<file path="src/rtl/vga_timing_gen_if.sv">
// rtl/vga_timing_gen_if.sv - raster timing bundle between the generator and the downstream stage
interface vga_timing_gen_if;
    logic        CE;
    logic [11:0] HORIZONTAL;
    logic [11:0] VERTICAL;
    logic        HSYNC;
    logic        VSYNC;
    logic        LINE_END;
    logic        FRAME_END;
    logic [7:0]  FRAME_CNT;

    modport master (
        input  CE,
        output HORIZONTAL,
        output VERTICAL,
        output HSYNC,
        output VSYNC,
        output LINE_END,
        output FRAME_END,
        output FRAME_CNT
    );

    modport slave (
        output CE,
        input  HORIZONTAL,
        input  VERTICAL,
        input  HSYNC,
        input  VSYNC,
        input  LINE_END,
        input  FRAME_END,
        input  FRAME_CNT
    );
endinterface

</file>
<file path="src/rtl/vga_timing_gen.sv">
// rtl/vga_timing_gen.sv - free-running raster counters with syncs, strobes and frame counter
module vga_timing_gen #(
    parameter int H_RES  = 1024,
    parameter int H_FP   = 24,
    parameter int H_SYNC = 136,
    parameter int H_BP   = 160,
    parameter int V_RES  = 768,
    parameter int V_FP   = 3,
    parameter int V_SYNC = 6,
    parameter int V_BP   = 29,
    parameter bit H_POL  = 1'b0,
    parameter bit V_POL  = 1'b0
) (
    input  logic              PIX_CLK,
    input  logic              RST,
    vga_timing_gen_if.master  vif
);

    localparam int H_TOTAL = H_RES + H_FP + H_SYNC + H_BP;
    localparam int V_TOTAL = V_RES + V_FP + V_SYNC + V_BP;

    // Totals may reach 4096, so only the last index is narrowed to 12 bits.
    localparam logic [11:0] H_LAST   = 12'(H_TOTAL - 1);
    localparam logic [11:0] V_LAST   = 12'(V_TOTAL - 1);
    localparam logic [11:0] HS_FIRST = 12'(H_RES + H_FP);
    localparam logic [11:0] HS_LAST  = 12'(H_RES + H_FP + H_SYNC - 1);
    localparam logic [11:0] VS_FIRST = 12'(V_RES + V_FP);
    localparam logic [11:0] VS_LAST  = 12'(V_RES + V_FP + V_SYNC - 1);

    logic [11:0] horizontal_q, horizontal_d;
    logic [11:0] vertical_q,   vertical_d;
    logic        hsync_q,      hsync_d;
    logic        vsync_q,      vsync_d;
    logic        line_end_q,   line_end_d;
    logic        frame_end_q,  frame_end_d;
    logic [7:0]  frame_cnt_q,  frame_cnt_d;

    logic h_wrap;
    logic v_wrap;

    assign h_wrap = (horizontal_q == H_LAST);
    assign v_wrap = (vertical_q == V_LAST);

    always_comb begin
        horizontal_d = horizontal_q;
        vertical_d   = vertical_q;
        frame_cnt_d  = frame_cnt_q;

        if (vif.CE) begin
            if (h_wrap) begin
                horizontal_d = 12'd0;
                if (v_wrap) begin
                    vertical_d  = 12'd0;
                    frame_cnt_d = frame_cnt_q + 8'd1;
                end else begin
                    vertical_d  = vertical_q + 12'd1;
                end
            end else begin
                horizontal_d = horizontal_q + 12'd1;
            end
        end
    end

    // Decoding the next counter values keeps syncs and strobes aligned with the counters.
    always_comb begin
        hsync_d     = ~H_POL;
        vsync_d     = ~V_POL;
        line_end_d  = 1'b0;
        frame_end_d = 1'b0;

        if ((horizontal_d >= HS_FIRST) && (horizontal_d <= HS_LAST)) begin
            hsync_d = H_POL;
        end
        if ((vertical_d >= VS_FIRST) && (vertical_d <= VS_LAST)) begin
            vsync_d = V_POL;
        end
        if (horizontal_d == H_LAST) begin
            line_end_d = 1'b1;
            if (vertical_d == V_LAST) begin
                frame_end_d = 1'b1;
            end
        end
    end

    always_ff @(posedge PIX_CLK) begin
        if (RST) begin
            horizontal_q <= 12'd0;
            vertical_q   <= 12'd0;
            hsync_q      <= ~H_POL;
            vsync_q      <= ~V_POL;
            line_end_q   <= 1'b0;
            frame_end_q  <= 1'b0;
            frame_cnt_q  <= 8'd0;
        end else begin
            horizontal_q <= horizontal_d;
            vertical_q   <= vertical_d;
            hsync_q      <= hsync_d;
            vsync_q      <= vsync_d;
            line_end_q   <= line_end_d;
            frame_end_q  <= frame_end_d;
            frame_cnt_q  <= frame_cnt_d;
        end
    end

    assign vif.HORIZONTAL = horizontal_q;
    assign vif.VERTICAL   = vertical_q;
    assign vif.HSYNC      = hsync_q;
    assign vif.VSYNC      = vsync_q;
    assign vif.LINE_END   = line_end_q;
    assign vif.FRAME_END  = frame_end_q;
    assign vif.FRAME_CNT  = frame_cnt_q;

endmodule

</file>
<file path="src/flat_wrapper.sv">
// flat-port wrapper written by rule: the top's interface ports become plain ports
module vga_timing_gen_flat 
#(
    parameter int H_RES  = 1024,
    parameter int H_FP   = 24,
    parameter int H_SYNC = 136,
    parameter int H_BP   = 160,
    parameter int V_RES  = 768,
    parameter int V_FP   = 3,
    parameter int V_SYNC = 6,
    parameter int V_BP   = 29,
    parameter bit H_POL  = 1'b0,
    parameter bit V_POL  = 1'b0
)
  (PIX_CLK, RST, vif_CE, vif_HORIZONTAL, vif_VERTICAL, vif_HSYNC, vif_VSYNC, vif_LINE_END, vif_FRAME_END, vif_FRAME_CNT);
  vga_timing_gen_if vif_i ();
  input  logic PIX_CLK;
  input  logic RST;
  input wire logic [$bits(vif_i.CE)-1:0] vif_CE;
  output wire logic [$bits(vif_i.HORIZONTAL)-1:0] vif_HORIZONTAL;
  output wire logic [$bits(vif_i.VERTICAL)-1:0] vif_VERTICAL;
  output wire logic [$bits(vif_i.HSYNC)-1:0] vif_HSYNC;
  output wire logic [$bits(vif_i.VSYNC)-1:0] vif_VSYNC;
  output wire logic [$bits(vif_i.LINE_END)-1:0] vif_LINE_END;
  output wire logic [$bits(vif_i.FRAME_END)-1:0] vif_FRAME_END;
  output wire logic [$bits(vif_i.FRAME_CNT)-1:0] vif_FRAME_CNT;
  assign vif_i.CE = vif_CE;
  assign vif_HORIZONTAL = vif_i.HORIZONTAL;
  assign vif_VERTICAL = vif_i.VERTICAL;
  assign vif_HSYNC = vif_i.HSYNC;
  assign vif_VSYNC = vif_i.VSYNC;
  assign vif_LINE_END = vif_i.LINE_END;
  assign vif_FRAME_END = vif_i.FRAME_END;
  assign vif_FRAME_CNT = vif_i.FRAME_CNT;
  vga_timing_gen #(.H_RES(H_RES), .H_FP(H_FP), .H_SYNC(H_SYNC), .H_BP(H_BP), .V_RES(V_RES), .V_FP(V_FP), .V_SYNC(V_SYNC), .V_BP(V_BP), .H_POL(H_POL), .V_POL(V_POL)) u_core (.PIX_CLK(PIX_CLK), .RST(RST), .vif(vif_i));
endmodule
</file>
<file path="config.mk">
export PLATFORM = sky130hd
export DESIGN_NAME = vga_timing_gen_flat
export DESIGN_NICKNAME = d
export VERILOG_FILES = /design/src/rtl/vga_timing_gen_if.sv /design/src/rtl/vga_timing_gen.sv /design/src/flat_wrapper.sv
export SDC_FILE = /design/constraint.sdc
export NUM_CORES = 1
export LEC_CHECK = 0
export CAP_MARGIN = 20
export CORE_MARGIN = 2
export CORE_UTILIZATION = 40
export DETAILED_ROUTE_END_ITERATION = 10
export PLACE_DENSITY = 0.75
export SYNTH_ARGS = -nofsm -noshare
export SYNTH_HDL_FRONTEND = slang
export SYNTH_SLANG_ARGS = --single-unit
</file>
<file path="constraint.sdc">
create_clock -name PIX_CLK -period 1.9 [get_ports PIX_CLK]
set_input_delay 0.38 -clock PIX_CLK [delete_from_list [all_inputs] [get_ports PIX_CLK]]
set_output_delay 0.38 -clock PIX_CLK [all_outputs]
set_load 0.1 [all_outputs]
</file>
==> results of run 1 <==
[synthesized netlist by cell type, types with 3 or more instances]
library cell  count  share of area, %
a21oi_1           7               1.7
a31oi_1           6               1.8
and3_1            3              0.90
and4_1            5               2.1
buf_2             5               1.2
clkbuf_1         10               1.8
dfxtp_1          36                35
ha_1              4               2.4
nand2_1          21               3.8
nand3_1          11               2.7
nand4_1          14               4.2
nor2_1           36               6.5
nor2b_1           4               1.2
nor3_1           11               2.7
nor4bb_1          3               1.4
o21ai_0           5               1.2
xnor2_1          10               4.2
xor2_1           17               7.2
[area by class of cell]
| cell class | instances | area share (%) |
|---|---|---|
| sequential | 36 | 22.09 |
| multi-input combinational | 196 | 37.73 |
| timing repair buffer | 113 | 34.99 |
| tap | 70 | 2.454 |
| inverter | 2 | 0.2104 |
| clock buffer | 8 | 2.525 |
[critical path: cells and delay by family, from the launching register on]
family | cells | cell delay (ps)
AOI/OAI and AO/OA | 2 | 140
buffers and inverters | 1 | 170
DFF | 1 | 340
muxes | 1 | 330
and+or+nand+nor | 3 | 1060
[flip-flops by register name, summed over array words and instances, names as in the netlist]
| signal | cells |
|---|---|
| u_core.vif.FRAME_CNT | 8 |
| u_core.vif.FRAME_END | 1 |
| u_core.vif.HORIZONTAL | 12 |
| u_core.vif.HSYNC | 1 |
| u_core.vif.LINE_END | 1 |
| u_core.vif.VERTICAL | 12 |
| u_core.vif.VSYNC | 1 |
[power breakdown]
part | internal, mW | switching [mW]
Clock | 0.296 | 0.266
Sequential | 0.741 | 0.00450
Combinational | 0.0470 | 0.0718
Total | 1.08 | 0.342
[per-layer routing]
| metal | track usage (%) | share of wire (%) | up-vias |
|---|---|---|---|
| met2 | 35.09 | 48 | 52 |
| met1 | 27.78 | 45 | 1020 |
| met4 | 8.000 | 2.0 | 0 |
| met5 | 0 | 0 | - |
| met3 | 4.858 | 4.5 | 12 |
| li1 | - | - | 1104 |
[cells by family after synthesis]
kind of cell,synth area share (%)
xor gates and xnor gates,11.39
muxes,1.507
buffers and inverters,4.461
DFF,34.72
and+or+nand+nor,35.44
adders and majority gates,2.411
AOI/OAI and AO/OA,10.07
[worst min-delay path by stage]
stage | to | slack, ps | cells after the start
floorplan | u_core.vif.HORIZONTAL[8] | 640 | 2
global placement | u_core.vif.VERTICAL[11] | 500 | 2
detailed placement | u_core.vif.VERTICAL[11] | 510 | 2
CTS | u_core.vif.VERTICAL[11] | 520 | 2
global route | u_core.vif.VERTICAL[11] | 570 | 2
finish | u_core.vif.VERTICAL[11] | 520 | 2
[what timing repair did]
action	in CTS	in global routing
setup endpoints to repair	12	18
gates cloned	1	0
resized for setup	9	8
setup buffers	4	2
pin swaps	9	6
hold buffers	0	0
[per-stage QoR]
stage          std cells  setup slack, ps  TNS [ps]  utilization (%)  hold slack [ps]
2_1_floorplan        251           -376.3     -1622                -            638.6
3_3_place_gp         412           -670.7     -6277            66.72            500.4
3_5_place_dp         412           -708.1     -7367            66.72            510.2
4_1_cts              424           -238.2    -805.1            69.70            521.4
5_1_grt              425           -382.5     -1823            70.77            565.7
6_report             425           -273.2    -685.8            70.77            517.5
==> flow_summary.ini, run 1 <==
[synth]
ys_async_sr_fraction_pct = 0
synth_seq_cells = 36
synth_warnings = 0
ys.flop_type = dfxtp_1
synth_cells = 251
synthesis.nets = 258
syn_area_um2 = 2076
synth_cell_types = 51
synth_seq_area_share_pct = 34.72
syn_avg_cell_area_um2 = 8.270
synth_edf_count = 0

[finish]
layout_common_cells = buf_4, nor2_1, buf_12, nand2_1, xor2_1
register_area_um2 = 788.3
layout.nets = 361
insertedDiodeCount = 0
layout_commonest_cell = buf_4
multi_input_area_um2 = 1346
fin_area_um2 = 3568
fill_cells = 355
syn_to_final_growth_pct = 71.91
drive_gt1_share_pct = 45.07

[cts]
cts_buffers = 5
cts_tree = yes
ctsHtreeMaxLevel = 2
cts_num_sinks = 36
clkTransAtPathRegs_ps = 70
clockBufferDepth = 2
clock_latency_ps = 290
root_buffer = clkbuf_8

[power_and_ir_drop]
p_leak_nw = 1.460
power_density_nw_per_um2 = 399.5
power_mw = 1.426
peakVddDrop_v = 0.0003897

[detailed_routing]
drtIter0Drc = 111
num_vias = 2188
drtPass1Iterations = 4
wl_um = 6001
via_per_inst = 5.148
drc = 0
wl_per_cell_um = 14.12
ant_nets = 0

[floorplan]
die_x_um = 76.04
floorplan.initialDensity_pct = 41.17
core_um2 = 5042
ios = 39
die_y_um = 76.04
die-area_um2 = 5781
num_rows = 26

[setup_path]
r2r_start = u_core.vif.HORIZONTAL[7]
crit_path_start_kind = register
worst_ep_arrival_time_ps = 2340
worst_ep_required_time_ps = 2070
regToRegEndpoint = u_core.vif.VSYNC
rr_worst_depth = 7
r2r_slack_ps = -270
cp-endpoint = u_core.vif.VSYNC
crit_path_end_kind = register
worstPathMaxFanout = 4
max_stage_delay_ps = 460
critical-path-slowest-cell = or4_1
cp_cell_sequence = nand4bb_4 > nor4_4 > buf_4 > mux2_2 > o41ai_2 > a22oi_1 > or4_1
critPathKind = register to register
startpoint = u_core.vif.HORIZONTAL[7]

[run_status]
status = complete, but fails checks
violations = setup timing

[timing]
hold_violations = 0
finalSetupViolations = 6
finalCritPeriodShare_pct = 114.4
slew-limit-headroom_pct = 77.34
rsz0062_at_grt = true
worst_pin_slew_ps = 337.4
worst_clock_skew_ps = 1.444
min_period_ps = 2173
finalWorstSetupSlack_ps = -273.2
slew_violations = 0
fmax_mhz = 460.1

[global_route]
grt_pass1_wl_um = 10230
overflow = 0
antenna_found_initial = 0
grt_pass1_vias = 2198
grt.total_usage_pct = 21.46
grt_max_degree = 23

[placed_design]
port_buffers = 38
place_congestion = 0.8898
placed_area_um2 = 3364
dp.final_hpwl_um = 4315

[min_path]
hold_path.class = register to register
hp-start = u_core.vif.VERTICAL[11]

[run]
maxCapViolations = 0
Note: power is estimated with default switching activity, not from simulation.
==> inputs of run 2 (changes only) <==
--- a/config.mk
+++ b/config.mk
@@ -7,5 +7,4 @@
 export LEC_CHECK = 0
 export CAP_MARGIN = 20
-export CORE_MARGIN = 2
 export CORE_UTILIZATION = 40
 export DETAILED_ROUTE_END_ITERATION = 10
==> constraint.sdc (replaced) <==
create_clock -name PIX_CLK -period 1.9 [get_ports PIX_CLK]
set_input_delay 0.38 -clock PIX_CLK [delete_from_list [all_inputs] [get_ports PIX_CLK]]
set_output_delay 0.38 -clock PIX_CLK [all_outputs]
set_load 0.01 [all_outputs]
==> flow_summary.ini, run 2 (synthesis gave the netlist of run 1 again) <==
[timing]
slew_violations = 0
min_period_ps = 2333
slew-limit-headroom_pct = 71.77
fmax_mhz = 428.6
rsz0062_at_grt = true
setup-tns-final_ps = -1252
worst_pin_slew_ps = 417.8
finalSetupViolations = 11
finalCritPeriodShare_pct = 122.8
finalWorstSetupSlack_ps = -433.4
fin_hold_ws_ps = 550.5
hold_violations = 0
worst_clock_skew_ps = 6.303

[setup_path]
worst_ep_required_time_ps = 2060
critPathKind = register to register
crit_path_end_kind = register
worstPathMaxFanout = 6
critical_path.most_common_cell = nand4_1
crit_path_start_kind = register
critical-path-slowest-cell = or4_4
max_stage_delay_ps = 500
worst_ep_arrival_time_ps = 2500
cp_cell_sequence = nand4bb_4 > nor4_4 > buf_4 > nand4_1 > a31oi_1 > nand4_1 > or4_4

[finish]
layout_commonest_cell = buf_4
syn_to_final_growth_pct = 60.64
multi_input_area_um2 = 1379
insertedDiodeCount = 0
final_util_pct = 68.77
fill_cells = 356
drive_gt1_share_pct = 35.26
layout_common_cells = buf_4, clkdlybuf4s50_1, nor2_1, dfxtp_1, nand2_1
register_area_um2 = 729.5
fin_cells = 430
layout.nets = 369

[detailed_routing]
wl_per_cell_um = 16.02
ant_nets = 0
wl_um = 6889
drc = 0
drtPass1Iterations = 4
via_per_inst = 5.507
drtIter0Drc = 207
num_vias = 2368

[power_and_ir_drop]
p_leak_nw = 1.334
power_mw = 1.430
peakVddDrop_v = 0.0003086
power_density_nw_per_um2 = 429.0

[floorplan]
num_rows = 25
die_x_um = 74.04
die_y_um = 74.04
die-area_um2 = 5481
core_um2 = 4848
floorplan.initialDensity_pct = 42.81
ios = 39

[global_route]
grt_pass1_vias = 2137
grt_max_degree = 19
grt.total_usage_pct = 23.28
antenna_found_initial = 0
grt_pass1_wl_um = 9735
overflow = 0

[cts]
cts_buffers = 5
clock_latency_ps = 290
postCtsHoldBufs = 0
cts_num_sinks = 36
root_buffer = clkbuf_8
cts_tree = yes
clkTransAtPathRegs_ps = 80
ctsHtreeMaxLevel = 2
clockBufferDepth = 2

[placed_design]
place_congestion = 0.9547
dp.final_hpwl_um = 4291
dp.cells = 408
port_buffers = 38

[run_status]
status = complete, but fails checks
violations = setup timing

[min_path]
hold_path.class = register to register

[run]
maxCapViolations = 0
-- run 2: critical path: cells and delay by family, from the launching register on --
family | cells | cell delay, ps
AO/OA/AOI/OAI | 1 | 250
buffers and inverters | 1 | 220
flip-flops | 1 | 330
AND/OR/NAND/NOR | 5 | 1410
-- run 2: cell type report --
type / count / share of cell area [%]
multi-input combinational: 196 / 41.35
inverter: 2 / 0.2251
tap: 67 / 2.514
clock inverter: 2 / 0.4503
timing repair buffer: 121 / 31.11
clock buffer: 6 / 2.477
sequential: 36 / 21.88
-- run 2: power by group --
group          internal (mW)  total, mW  switching (mW)
clock                  0.294      0.590           0.297
sequential             0.759      0.762         0.00316
combinational         0.0380     0.0777          0.0398
-- run 2: what timing repair did --
action                                 4_1_cts  5_1_grt
pin swaps                                   10       17
endpoints found under the hold margin        0        0
setup endpoints to repair                   18       20
resized for setup                           16       24
setup buffers                               10        8
-- run 2: stage by stage --
| stage | worst slack, ps | instance area, um2 |
|---|---|---|
| after floorplan | -220.9 | 2087 |
| after global placement | -617.9 | 2979 |
| after detailed placement | -693.7 | 2979 |
| after CTS | -247.9 | 3217 |
| after global routing | -451.5 | 3334 |
| final | -433.4 | 3334 |
-- run 2: routing by layer --
layer	global-route usage, %	wire length [um]	up-vias
li1	-	-	1116
met1	27.97	2754	1113
met2	39.90	3521	110
met3	5.149	397	29
met4	10.04	215	0
met5	0	0	-
-- run 2: path summary, 6_finish.rpt --
| path | from | end | slack (ps) | depth (start not counted) |
|---|---|---|---|---|
| setup / recovery | u_core.vif.HORIZONTAL[6] | u_core.vif.VSYNC | -430 | 7 |
| setup reg to reg | u_core.vif.HORIZONTAL[6] | u_core.vif.VSYNC | -430 | 7 |
| hold / removal | u_core.vif.FRAME_CNT[7] | u_core.vif.FRAME_CNT[7] | 550 | 2 |
| hold reg to reg | u_core.vif.FRAME_CNT[7] | u_core.vif.FRAME_CNT[7] | 550 | 2 |
